`src/rtl/spi_sched_pkg.sv`:
```
// Shared register map, status bit positions and FSM state type for the
// apb_2_spi transaction scheduler.
package spi_sched_pkg;

  localparam logic [3:0] OFF_TX_DATA   = 4'h0;
  localparam logic [3:0] OFF_TX_STATUS = 4'h0;
  localparam logic [3:0] OFF_RX_STATUS = 4'h4;
  localparam logic [3:0] OFF_RX_DATA   = 4'h8;
  localparam logic [3:0] OFF_N_READS   = 4'hC;

  localparam int unsigned FULL_BIT         = 3;
  localparam int unsigned ALMOST_FULL_BIT  = 2;
  localparam int unsigned EMPTY_BIT        = 1;
  localparam int unsigned ALMOST_EMPTY_BIT = 0;

  typedef enum logic [2:0] {
    ST_IDLE,
    ST_ARB,
    ST_WR_NREADS,
    ST_TX_POLL,
    ST_TX_WR,
    ST_RX_POLL,
    ST_RX_RD,
    ST_FINISH
  } sched_state_t;

endpackage

```
`src/rtl/apb_single_xfer.sv`:
```
// Single APB transfer engine: SETUP for one cycle, ACCESS until pready, then
// back to idle. Completion status is presented combinationally on that edge.
module apb_single_xfer #(
  parameter int unsigned ADDR_W = 32
) (
  input  logic              pclk,
  input  logic              preset,
  input  logic              start,
  input  logic              write,
  input  logic [ADDR_W-1:0] addr,
  input  logic [31:0]       wdata,
  output logic              busy,
  output logic              done,
  output logic [31:0]       rdata,
  output logic              slverr,
  output logic [ADDR_W-1:0] paddr,
  output logic              psel,
  output logic              penable,
  output logic              pwrite,
  output logic [31:0]       pwdata,
  output logic [3:0]        pstrb,
  output logic [2:0]        pprot,
  input  logic [31:0]       prdata,
  input  logic              pready,
  input  logic              pslverr
);

  // Phase is encoded directly by psel/penable: idle, setup, access.
  assign busy   = psel;
  assign done   = psel & penable & pready;
  assign rdata  = prdata;
  assign slverr = done & pslverr;
  assign pprot  = '0;

  always_ff @(posedge pclk) begin
    if (preset) begin
      psel    <= 1'b0;
      penable <= 1'b0;
      pwrite  <= 1'b0;
      paddr   <= '0;
      pwdata  <= '0;
      pstrb   <= '0;
    end else if (!psel) begin
      if (start) begin
        psel   <= 1'b1;
        pwrite <= write;
        paddr  <= addr;
        pwdata <= write ? wdata : '0;
        pstrb  <= write ? '1 : '0;
      end
    end else if (!penable) begin
      penable <= 1'b1;
    end else if (pready) begin
      psel    <= 1'b0;
      penable <= 1'b0;
      pstrb   <= '0;
    end
  end

endmodule

```
`src/rtl/spi_xfer_scheduler.sv`:
```
// Round-robin sequencer sharing one apb_2_spi peripheral between N_REQ
// requesters; each grant runs one complete N_READS/TX/RX transaction.
module spi_xfer_scheduler
  import spi_sched_pkg::*;
#(
  parameter int unsigned       N_REQ     = 4,
  parameter int unsigned       ADDR_W    = 32,
  parameter logic [ADDR_W-1:0] BASE_ADDR = '0,
  parameter int unsigned       POLL_GAP  = 4
) (
  input  logic                 pclk,
  input  logic                 preset,
  input  logic [N_REQ-1:0]     req,
  input  logic [N_REQ*8-1:0]   n_tx,
  input  logic [N_REQ*8-1:0]   n_rx,
  input  logic [N_REQ*8-1:0]   tx_data,
  output logic [N_REQ-1:0]     gnt,
  output logic                 tx_pop,
  output logic [7:0]           rx_data,
  output logic                 rx_valid,
  output logic [N_REQ-1:0]     done,
  output logic                 err,
  output logic [ADDR_W-1:0]    paddr,
  output logic                 psel,
  output logic                 penable,
  output logic                 pwrite,
  output logic [31:0]          pwdata,
  output logic [3:0]           pstrb,
  output logic [2:0]           pprot,
  input  logic [31:0]          prdata,
  input  logic                 pready,
  input  logic                 pslverr
);

  localparam int unsigned IDX_W = $clog2(N_REQ);

  // Scans from farthest to nearest so the nearest set bit after 'last' wins.
  function automatic logic [IDX_W:0] rr_pick(input logic [N_REQ-1:0] r,
                                             input logic [IDX_W-1:0] last);
    logic [IDX_W:0] res;
    int unsigned    idx;
    res = '0;
    for (int unsigned k = N_REQ; k >= 1; k--) begin
      idx = (32'(last) + k) % N_REQ;
      if (r[idx]) res = {1'b1, IDX_W'(idx)};
    end
    return res;
  endfunction

  sched_state_t      r_state;
  logic [IDX_W-1:0]  r_rr;
  logic [IDX_W-1:0]  r_gidx;
  logic [7:0]        r_tx_cnt;
  logic [7:0]        r_rx_cnt;
  logic              r_issued;
  logic              r_abort;
  logic [15:0]       r_gap;

  logic              w_busy;
  logic              w_xdone;
  logic              w_xslverr;
  logic [31:0]       w_xrdata;
  logic              w_start;
  logic              w_write;
  logic              w_xfer_state;
  logic [3:0]        w_off;
  logic [31:0]       w_wdata;
  logic [ADDR_W-1:0] w_addr;
  logic [7:0]        w_tx_byte;
  logic [IDX_W:0]    w_pick;
  logic              w_unused;

  assign w_tx_byte = tx_data[{r_gidx, 3'b000} +: 8];
  assign w_pick    = rr_pick(req, r_rr);
  assign w_unused  = ^w_xrdata[31:8];

  always_comb begin
    w_write      = 1'b0;
    w_off        = OFF_TX_STATUS;
    w_wdata      = '0;
    w_xfer_state = 1'b1;
    case (r_state)
      ST_WR_NREADS: begin
        w_write = 1'b1;
        w_off   = OFF_N_READS;
        w_wdata = {24'b0, r_rx_cnt};
      end
      ST_TX_POLL: w_off = OFF_TX_STATUS;
      ST_TX_WR: begin
        w_write = 1'b1;
        w_off   = OFF_TX_DATA;
        w_wdata = {24'b0, w_tx_byte};
      end
      ST_RX_POLL: w_off = OFF_RX_STATUS;
      ST_RX_RD:   w_off = OFF_RX_DATA;
      default:    w_xfer_state = 1'b0;
    endcase
    w_addr  = BASE_ADDR + ADDR_W'(w_off);
    w_start = w_xfer_state && !r_issued && (r_gap == '0) && !w_busy;
  end

  apb_single_xfer #(.ADDR_W(ADDR_W)) u_xfer (
    .pclk    (pclk),
    .preset  (preset),
    .start   (w_start),
    .write   (w_write),
    .addr    (w_addr),
    .wdata   (w_wdata),
    .busy    (w_busy),
    .done    (w_xdone),
    .rdata   (w_xrdata),
    .slverr  (w_xslverr),
    .paddr   (paddr),
    .psel    (psel),
    .penable (penable),
    .pwrite  (pwrite),
    .pwdata  (pwdata),
    .pstrb   (pstrb),
    .pprot   (pprot),
    .prdata  (prdata),
    .pready  (pready),
    .pslverr (pslverr)
  );

  always_ff @(posedge pclk) begin
    if (preset) begin
      r_state  <= ST_IDLE;
      r_rr     <= IDX_W'(N_REQ - 1);
      r_gidx   <= '0;
      r_tx_cnt <= '0;
      r_rx_cnt <= '0;
      r_issued <= 1'b0;
      r_abort  <= 1'b0;
      r_gap    <= '0;
      gnt      <= '0;
      tx_pop   <= 1'b0;
      rx_data  <= '0;
      rx_valid <= 1'b0;
      done     <= '0;
      err      <= 1'b0;
    end else begin
      tx_pop   <= 1'b0;
      rx_valid <= 1'b0;
      done     <= '0;
      err      <= 1'b0;
      if (w_start) r_issued <= 1'b1;
      if (w_xdone) r_issued <= 1'b0;
      if (r_gap != '0) r_gap <= r_gap - 16'd1;

      if (w_xdone && w_xslverr) begin
        r_state  <= ST_FINISH;
        r_abort  <= 1'b1;
        r_tx_cnt <= '0;
        r_rx_cnt <= '0;
      end else begin
        case (r_state)
          ST_IDLE: if (|req) r_state <= ST_ARB;
          ST_ARB: begin
            if (w_pick[IDX_W]) begin
              gnt      <= {{(N_REQ-1){1'b0}}, 1'b1} << w_pick[IDX_W-1:0];
              r_gidx   <= w_pick[IDX_W-1:0];
              r_rr     <= w_pick[IDX_W-1:0];
              r_tx_cnt <= n_tx[{w_pick[IDX_W-1:0], 3'b000} +: 8];
              r_rx_cnt <= n_rx[{w_pick[IDX_W-1:0], 3'b000} +: 8];
              if (n_tx[{w_pick[IDX_W-1:0], 3'b000} +: 8] == '0 &&
                  n_rx[{w_pick[IDX_W-1:0], 3'b000} +: 8] == '0)
                r_state <= ST_FINISH;
              else
                r_state <= ST_WR_NREADS;
            end else begin
              r_state <= ST_IDLE;
            end
          end
          ST_WR_NREADS: if (w_xdone)
            r_state <= (r_tx_cnt != '0) ? ST_TX_POLL : ST_RX_POLL;
          ST_TX_POLL: if (w_xdone) begin
            if (w_xrdata[FULL_BIT]) r_gap <= 16'(POLL_GAP);
            else                    r_state <= ST_TX_WR;
          end
          ST_TX_WR: if (w_xdone) begin
            tx_pop   <= 1'b1;
            r_tx_cnt <= r_tx_cnt - 8'd1;
            if (r_tx_cnt == 8'd1)
              r_state <= (r_rx_cnt != '0) ? ST_RX_POLL : ST_FINISH;
            else
              r_state <= ST_TX_POLL;
          end
          ST_RX_POLL: if (w_xdone) begin
            if (w_xrdata[EMPTY_BIT]) r_gap <= 16'(POLL_GAP);
            else                     r_state <= ST_RX_RD;
          end
          ST_RX_RD: if (w_xdone) begin
            rx_data  <= w_xrdata[7:0];
            rx_valid <= 1'b1;
            r_rx_cnt <= r_rx_cnt - 8'd1;
            r_state  <= (r_rx_cnt == 8'd1) ? ST_FINISH : ST_RX_POLL;
          end
          ST_FINISH: begin
            done    <= gnt;
            err     <= r_abort;
            r_abort <= 1'b0;
            gnt     <= '0;
            r_state <= ST_IDLE;
          end
          default: r_state <= ST_IDLE;
        endcase
      end
    end
  end

endmodule

```
`config.mk`:
```
export PLATFORM = sky130hd
export DESIGN_NAME = spi_xfer_scheduler
export DESIGN_NICKNAME = d
export VERILOG_FILES = /design/src/rtl/spi_sched_pkg.sv /design/src/rtl/apb_single_xfer.sv /design/src/rtl/spi_xfer_scheduler.sv
export SDC_FILE = /design/constraint.sdc
export NUM_CORES = 1
export LEC_CHECK = 0
export CAP_MARGIN = 15
export CORE_MARGIN = 8
export CORE_UTILIZATION = 45
export DETAILED_ROUTE_END_ITERATION = 8
export GPL_TIMING_DRIVEN = 1
export PLACE_DENSITY = 0.95
export SYNTH_ARGS = -nofsm -noshare
export SYNTH_HDL_FRONTEND = slang
export SYNTH_SLANG_ARGS = --single-unit
```
`constraint.sdc`:
```
create_clock -name pclk -period 9.1 [get_ports pclk]
set_clock_uncertainty 0.05 [all_clocks]
set_input_delay 1.82 -clock pclk [delete_from_list [all_inputs] [get_ports pclk]]
set_output_delay 1.82 -clock pclk [all_outputs]
set_load 0.01 [all_outputs]
```
-- Word level (Yosys, flattened, before mapping)
Index checks and enable logic that the tools add are counted.
- bits of input ports: 136
- output and inout bits: 93
- logic and storage cells: 160
- register bits after elaboration: 103
- $add $sub $neg: 7
- order comparisons: 4
- multiplexer cells: 60
- reductions and logical operators: 35
- shift operators: 4
- bitwise operators: 8
- eq/ne operators: 22
- operators with widths (operator ; count):
    $mux 16 ; 6
    $shiftx 32x6->8 ; 3
    $mux 3 ; 17
    $pmux 8 s2 ; 3
    $mux 8 ; 5
    $pmux 16 s2 ; 1
    $mux 4 ; 6
    $pmux 3 s8 ; 1
    $reduce_and 3->1 ; 6
    $eq 8x1->1 const B ; 2
    $logic_not 16->1 ; 1
    $logic_not 8->1 ; 2
    $reduce_bool 16->1 ; 1
    $reduce_bool 8->1 ; 2
    $sub 16x1->16 const B ; 1
    $sub 8x1->8 const B ; 2
    $ne 3x2->1 const B ; 5
    $mux 1 ; 13
    $eq 3x3->1 const B ; 4
    $lt 2x3->1 const B ; 4
    $pmux 4 s3 ; 1
    $reduce_bool 2->1 ; 5
    $ne 3x3->1 const B ; 3
    $reduce_or 3->1 ; 3
    20 further kinds ; 43

-- Depth between registers and ports, before layout
- depth after elaboration: 14
- mapped depth: 12
- depth with buffers taken out: 9

-- Modules after synthesis
From an unflattened synthesis, not the netlist that was laid out.
- cells, all modules: 799
- area total of the unflattened synthesis: 6547.5 um2
- modules (own cells, without submodules) (module ; instances ; seq. area each (um2) ; area each (um2) ; cells an instance):
    spi_xfer_scheduler ; 1 ; 1201.2 ; 3842.4 ; 459
    apb_single_xfer ; 1 ; 1361.3 ; 2705.1 ; 340

-- Worst setup path before layout
OpenSTA, ideal clock, no wires.
- path type: input port to flip-flop
- start: input port req[0]
- end: register r_state[0]
- data required time: 8976 ps
- setup time: 74 ps
- buffers on the path: 3
- setup slack: 4729 ps
- arrival time: 4247 ps
- stages on the path: 12
- cells stage by stage: o21a_1 a211oi_1 buf_2 buf_2 buf_2 mux2i_1 mux2i_1 nor3_1 nand3_1 nor4b_1 o21ai_0 a31oi_1
- longest elaborated chain between the ends: 13
- elaborated cells on any way between the ends: 24
- classes of those cells: 1 x eq/ne; 2 x shift; 16 x mux; 5 x reduce/logical
- RTL lines (element ; RTL line ; text):
    start: declaration ; spi_xfer_scheduler.sv:13 ; input logic [N_REQ-1:0] req,
    $bmux 1 s2 ; spi_xfer_scheduler.sv:45 ; if (r[idx]) res = {1'b1, IDX_W'(idx)};
    $mux 1 (implied by the code) ; spi_xfer_scheduler.sv:45 ;
    $mux 3 (4 in a row) ; spi_xfer_scheduler.sv:45 ;
    $shiftx 32x6->8 (on tied branches) ; spi_xfer_scheduler.sv:165, spi_xfer_scheduler.sv:166 ;
    $logic_not 8->1 (on tied branches) ; spi_xfer_scheduler.sv:165, spi_xfer_scheduler.sv:166 ;
    $logic_and 1x1->1 ; spi_xfer_scheduler.sv:165 ; if (n_tx[{w_pick[IDX_W-1:0], 3'b000} +: 8] == '0 &&
    $mux 3 ; spi_xfer_scheduler.sv:165 ;
    $mux 3 ; spi_xfer_scheduler.sv:159 ; if (w_pick[IDX_W]) begin
    $pmux 3 s8 ; spi_xfer_scheduler.sv:156 ; case (r_state)
    $mux 3 ; spi_xfer_scheduler.sv:150 ; if (w_xdone && w_xslverr) begin
    end signal: assignment ; spi_xfer_scheduler.sv:175 ; r_state <= (r_tx_cnt != '0) ? ST_TX_POLL : ST_RX_POLL;
    end signal: assignment ; spi_xfer_scheduler.sv:184 ; r_state <= (r_rx_cnt != '0) ? ST_RX_POLL : ST_FINISH;
    end signal: assignment ; spi_xfer_scheduler.sv:196 ; r_state <= (r_rx_cnt == 8'd1) ? ST_FINISH : ST_RX_POLL;
    end: declaration ; spi_xfer_scheduler.sv:50 ; sched_state_t r_state;
Several ways; a longest one is shown, not always the timed one. The select of a mux whose other input is x is not followed.
A chain may end at the register's enable or synchronous reset.

-- Final worst setup path
- start: input port req[1]
- end: register r_state[0]
The elaborated chain is that of the path after synthesis.

==> reports/results.txt <==
Outcome - finished, final reports clean
First-pass GRT wire length - 20700 um
Layout cell share with drive strength beyond 1 - 5.20%
EDFF count, synth - 0
Asr flop ratio synth - 0%
Row cnt - 37
CP max stage cell - or4_1
RR Endpoint - r_state[0]
# fillers - 889
Sequential share of the synthesized area - 31.6%
Most common cell after layout, fill and taps aside - clkdlybuf4s50_1
Initial antenna violation count - 0
Antenna Cells - 0
Hold EP - r_abort
Critical path's top delay family - compound AO/OA/AOI/OAI gates
Flip-flop and latch count after synthesis - 74
CP peak stage delay - 580 ps
GPL Wtd Cong - 0.903
Reg2reg start - r_rr[1]
Drt first pass iters - 4
Power density cells - 225 nW/um^2
Hpwl dp - 10100 um
Port Buf Inserts - 147
Maximum vdd drop - 0.0000977 V
Routed Antenna Nets - 0
Mean routed wirelength per cell - 15.1 um
Fmax achieved - 0.202 GHz
RSZ-0062 raised after global routing - no
Clock Path Buffers - 2
Final min period - 4950 ps
Max-cap violation count - 0
Clk root buf - clkbuf_8
Worst path arrival time - 5180 ps
DR DRC count - 0
Setup CP Type - input pin to flop
Post-Route Setup TNS - 0 ps
CTS buffer count - 9
CP max FO - 37
Worst Max-Slew Pin Slew - 894 ps
Die span in y - 118 um
Setup crit end kind - flop
Largest net degree at the start of global routing - 41
Synth Cell Area - 4690 sq um
# Post-CTS Setup Buffers - 0
Setup-failing EPs final - 0
Synthesized netlist cell count - 586
Final Hold Fails - 0
Reg2Reg Depth - 10
Core ar. - 10200 sq um
Grt ovf - 0
CTS tree - yes
Clk_lat worst skew - 340 ps
Rel. slew slack - 40.3%
H-tree Lvls - 3
Post-CTS resize count - 0
Final WL - 12800 um
Vias per cell - 5.23
Io pins - 229
Total track usage - 17.8%
Synth Area per Inst - 8.00 sq um
1st-iter DRT viols - 298
Vias in the first global route - 4344
Worst-path clk slew - 80 ps
R2r setup slk - 5790 ps
Area grow syn2layout - 32.3%
Distinct cells, synth - 48
Final Cycle Share - 54.4%
Die X - 118 um
Post-CTS Hold Fix Bufs - 0
Initial core utilization - 45.8%
Final Max Tran Viols - 0
Worst EP required - 9320 ps
HP Class - flop to flop
Die area - 13900 sq um
Vias - 4429
Bufs and invs on worst path - 2
# clock sinks - 74
LEAKAGE - 2.37 nW
Ordered list of cells on the worst path - clkdlybuf4s50_1, o21a_1, a211oi_4, buf_4, nor2b_1, a211oi_1, a21oi_1, or4_1, nor4b_1, o21ai_0, a31oi_1
Hold Path Stages - 2
Nets - 848
Most used cells in the layout excluding fill and tap cells - clkdlybuf4s50_1, nor2_1, dfxtp_1
Post-synth top flop - dfxtp_1
Yosys warning total - 0
Setup crit start kind - input pin
Core Util, Final - 60.6%
Fin Hold WS - 400 ps
Hold path startpoint - r_abort
## sequential cells by signal (all words and copies together) (netlist names), 3 cells and up
name	count
done	4
gnt	4
r_gap	16
r_rx_cnt	8
r_state	3
r_tx_cnt	8
rx_data	8
u_xfer.pwdata	8
## tightest hold or removal path: cells and delay by family, from the launching register on
family | cells | cell delay [ps]
and+or+nand+nor | 1 | 50
DFF | 1 | 310
AOI/OAI and AO/OA | 1 | 50
## layout make-up
type                       count  area (sq um)  share of cell area, %
clock buffer                  10           128                   2.06
timing repair buffer         150          1490                   24.1
clock inverter                 6          91.3                   1.47
inverter                       8          30.0                  0.484
sequential                    74          1480                   23.9
multi-input combinational    463          2810                   45.2
tap                          136           170                   2.74
## layer usage
metal  vias up  part of all wire, %  track usage, %
li1       2195                    -               -
met1      2066                   40            19.2
met2       158                   53            32.7
met3        10                  6.8            5.32
met4         0                 0.80            4.88
met5         -                    0               0
## worst max-delay path by stage
stage	startpoint	endpoint	slack [ps]	cells after the start
2_1_floorplan	req[0]	r_state[0]	4730	12
6_report	req[1]	r_state[0]	4150	11
5_1_grt	req[1]	r_state[0]	3860	11
3_3_place_gp	req[1]	r_state[0]	3830	11
4_1_cts	req[1]	r_state[0]	4180	11
3_5_place_dp	req[1]	r_state[0]	3820	11
## report_power, final
group | internal [mW] | leakage, nW | total [mW] | switching, mW
clock | 0.155 | 0.0987 | 0.280 | 0.125
combinational | 0.297 | 1.67 | 0.633 | 0.335
sequential | 0.390 | 0.602 | 0.481 | 0.0919
total | 0.842 | 2.37 | 1.39 | 0.552
## per-stage QoR
stage                     cells  setup slack (ps)  total power, mW  instance area (sq um)
after detailed placement    831              3820             1.11                   5980
after global placement      831              3830             1.09                   5980
final                       847              4150             1.39                   6200
after CTS                   847              4180             1.40                   6200
after global routing        847              3860             1.50                   6200
after floorplan             642              4730            0.971                   4900
## synth_stat cells (all sizes together) (2+ instances only)
library cell | number | area share [%]
ha | 6 | 1.6
clkbuf | 28 | 2.2
dfxtp | 74 | 32
a31oi | 2 | 0.27
nor2 | 79 | 6.5
nor3 | 24 | 2.6
xnor2 | 3 | 0.56
nor2b | 9 | 1.2
inv | 8 | 0.64
a211oi | 15 | 2.5
nor4 | 8 | 1.1
nand3 | 11 | 1.2
nand3b | 2 | 0.67
or4 | 5 | 0.88
o41ai | 2 | 0.37
and3 | 4 | 0.53
or2 | 6 | 0.80
nand2b | 7 | 0.93
buf | 69 | 11
nor3b | 3 | 0.48
xor2 | 7 | 1.3
o21bai | 2 | 0.32
o31ai | 2 | 0.32
nand2 | 35 | 2.8
a221oi | 2 | 0.37
o21a | 2 | 0.32
o22ai | 2 | 0.27
mux4 | 8 | 3.8
and2 | 7 | 0.93
mux2i | 39 | 8.3
or3 | 5 | 0.67
nor4b | 2 | 0.37
a22oi | 20 | 3.2
o21ai | 29 | 3.1
a21oi | 53 | 5.7
## cell families (layout without fill, tap and decap cells)
logic type               after synthesis  count (layout)  synth area share [%]
multiplexers                          47              47                  12.2
AO/OA/AOI/OAI                        135             135                  17.4
adder cells (fa/ha/maj)                6               6                  1.60
other                                  1              57                0.0800
XOR/XNOR                              10              10                  1.87
flip-flops                            74              74                  31.6
AND/OR/NAND/NOR                      208             208                  21.8
buffers and inverters                105             174                  13.4
No activity file was read; power rests on OpenSTA's default activity.
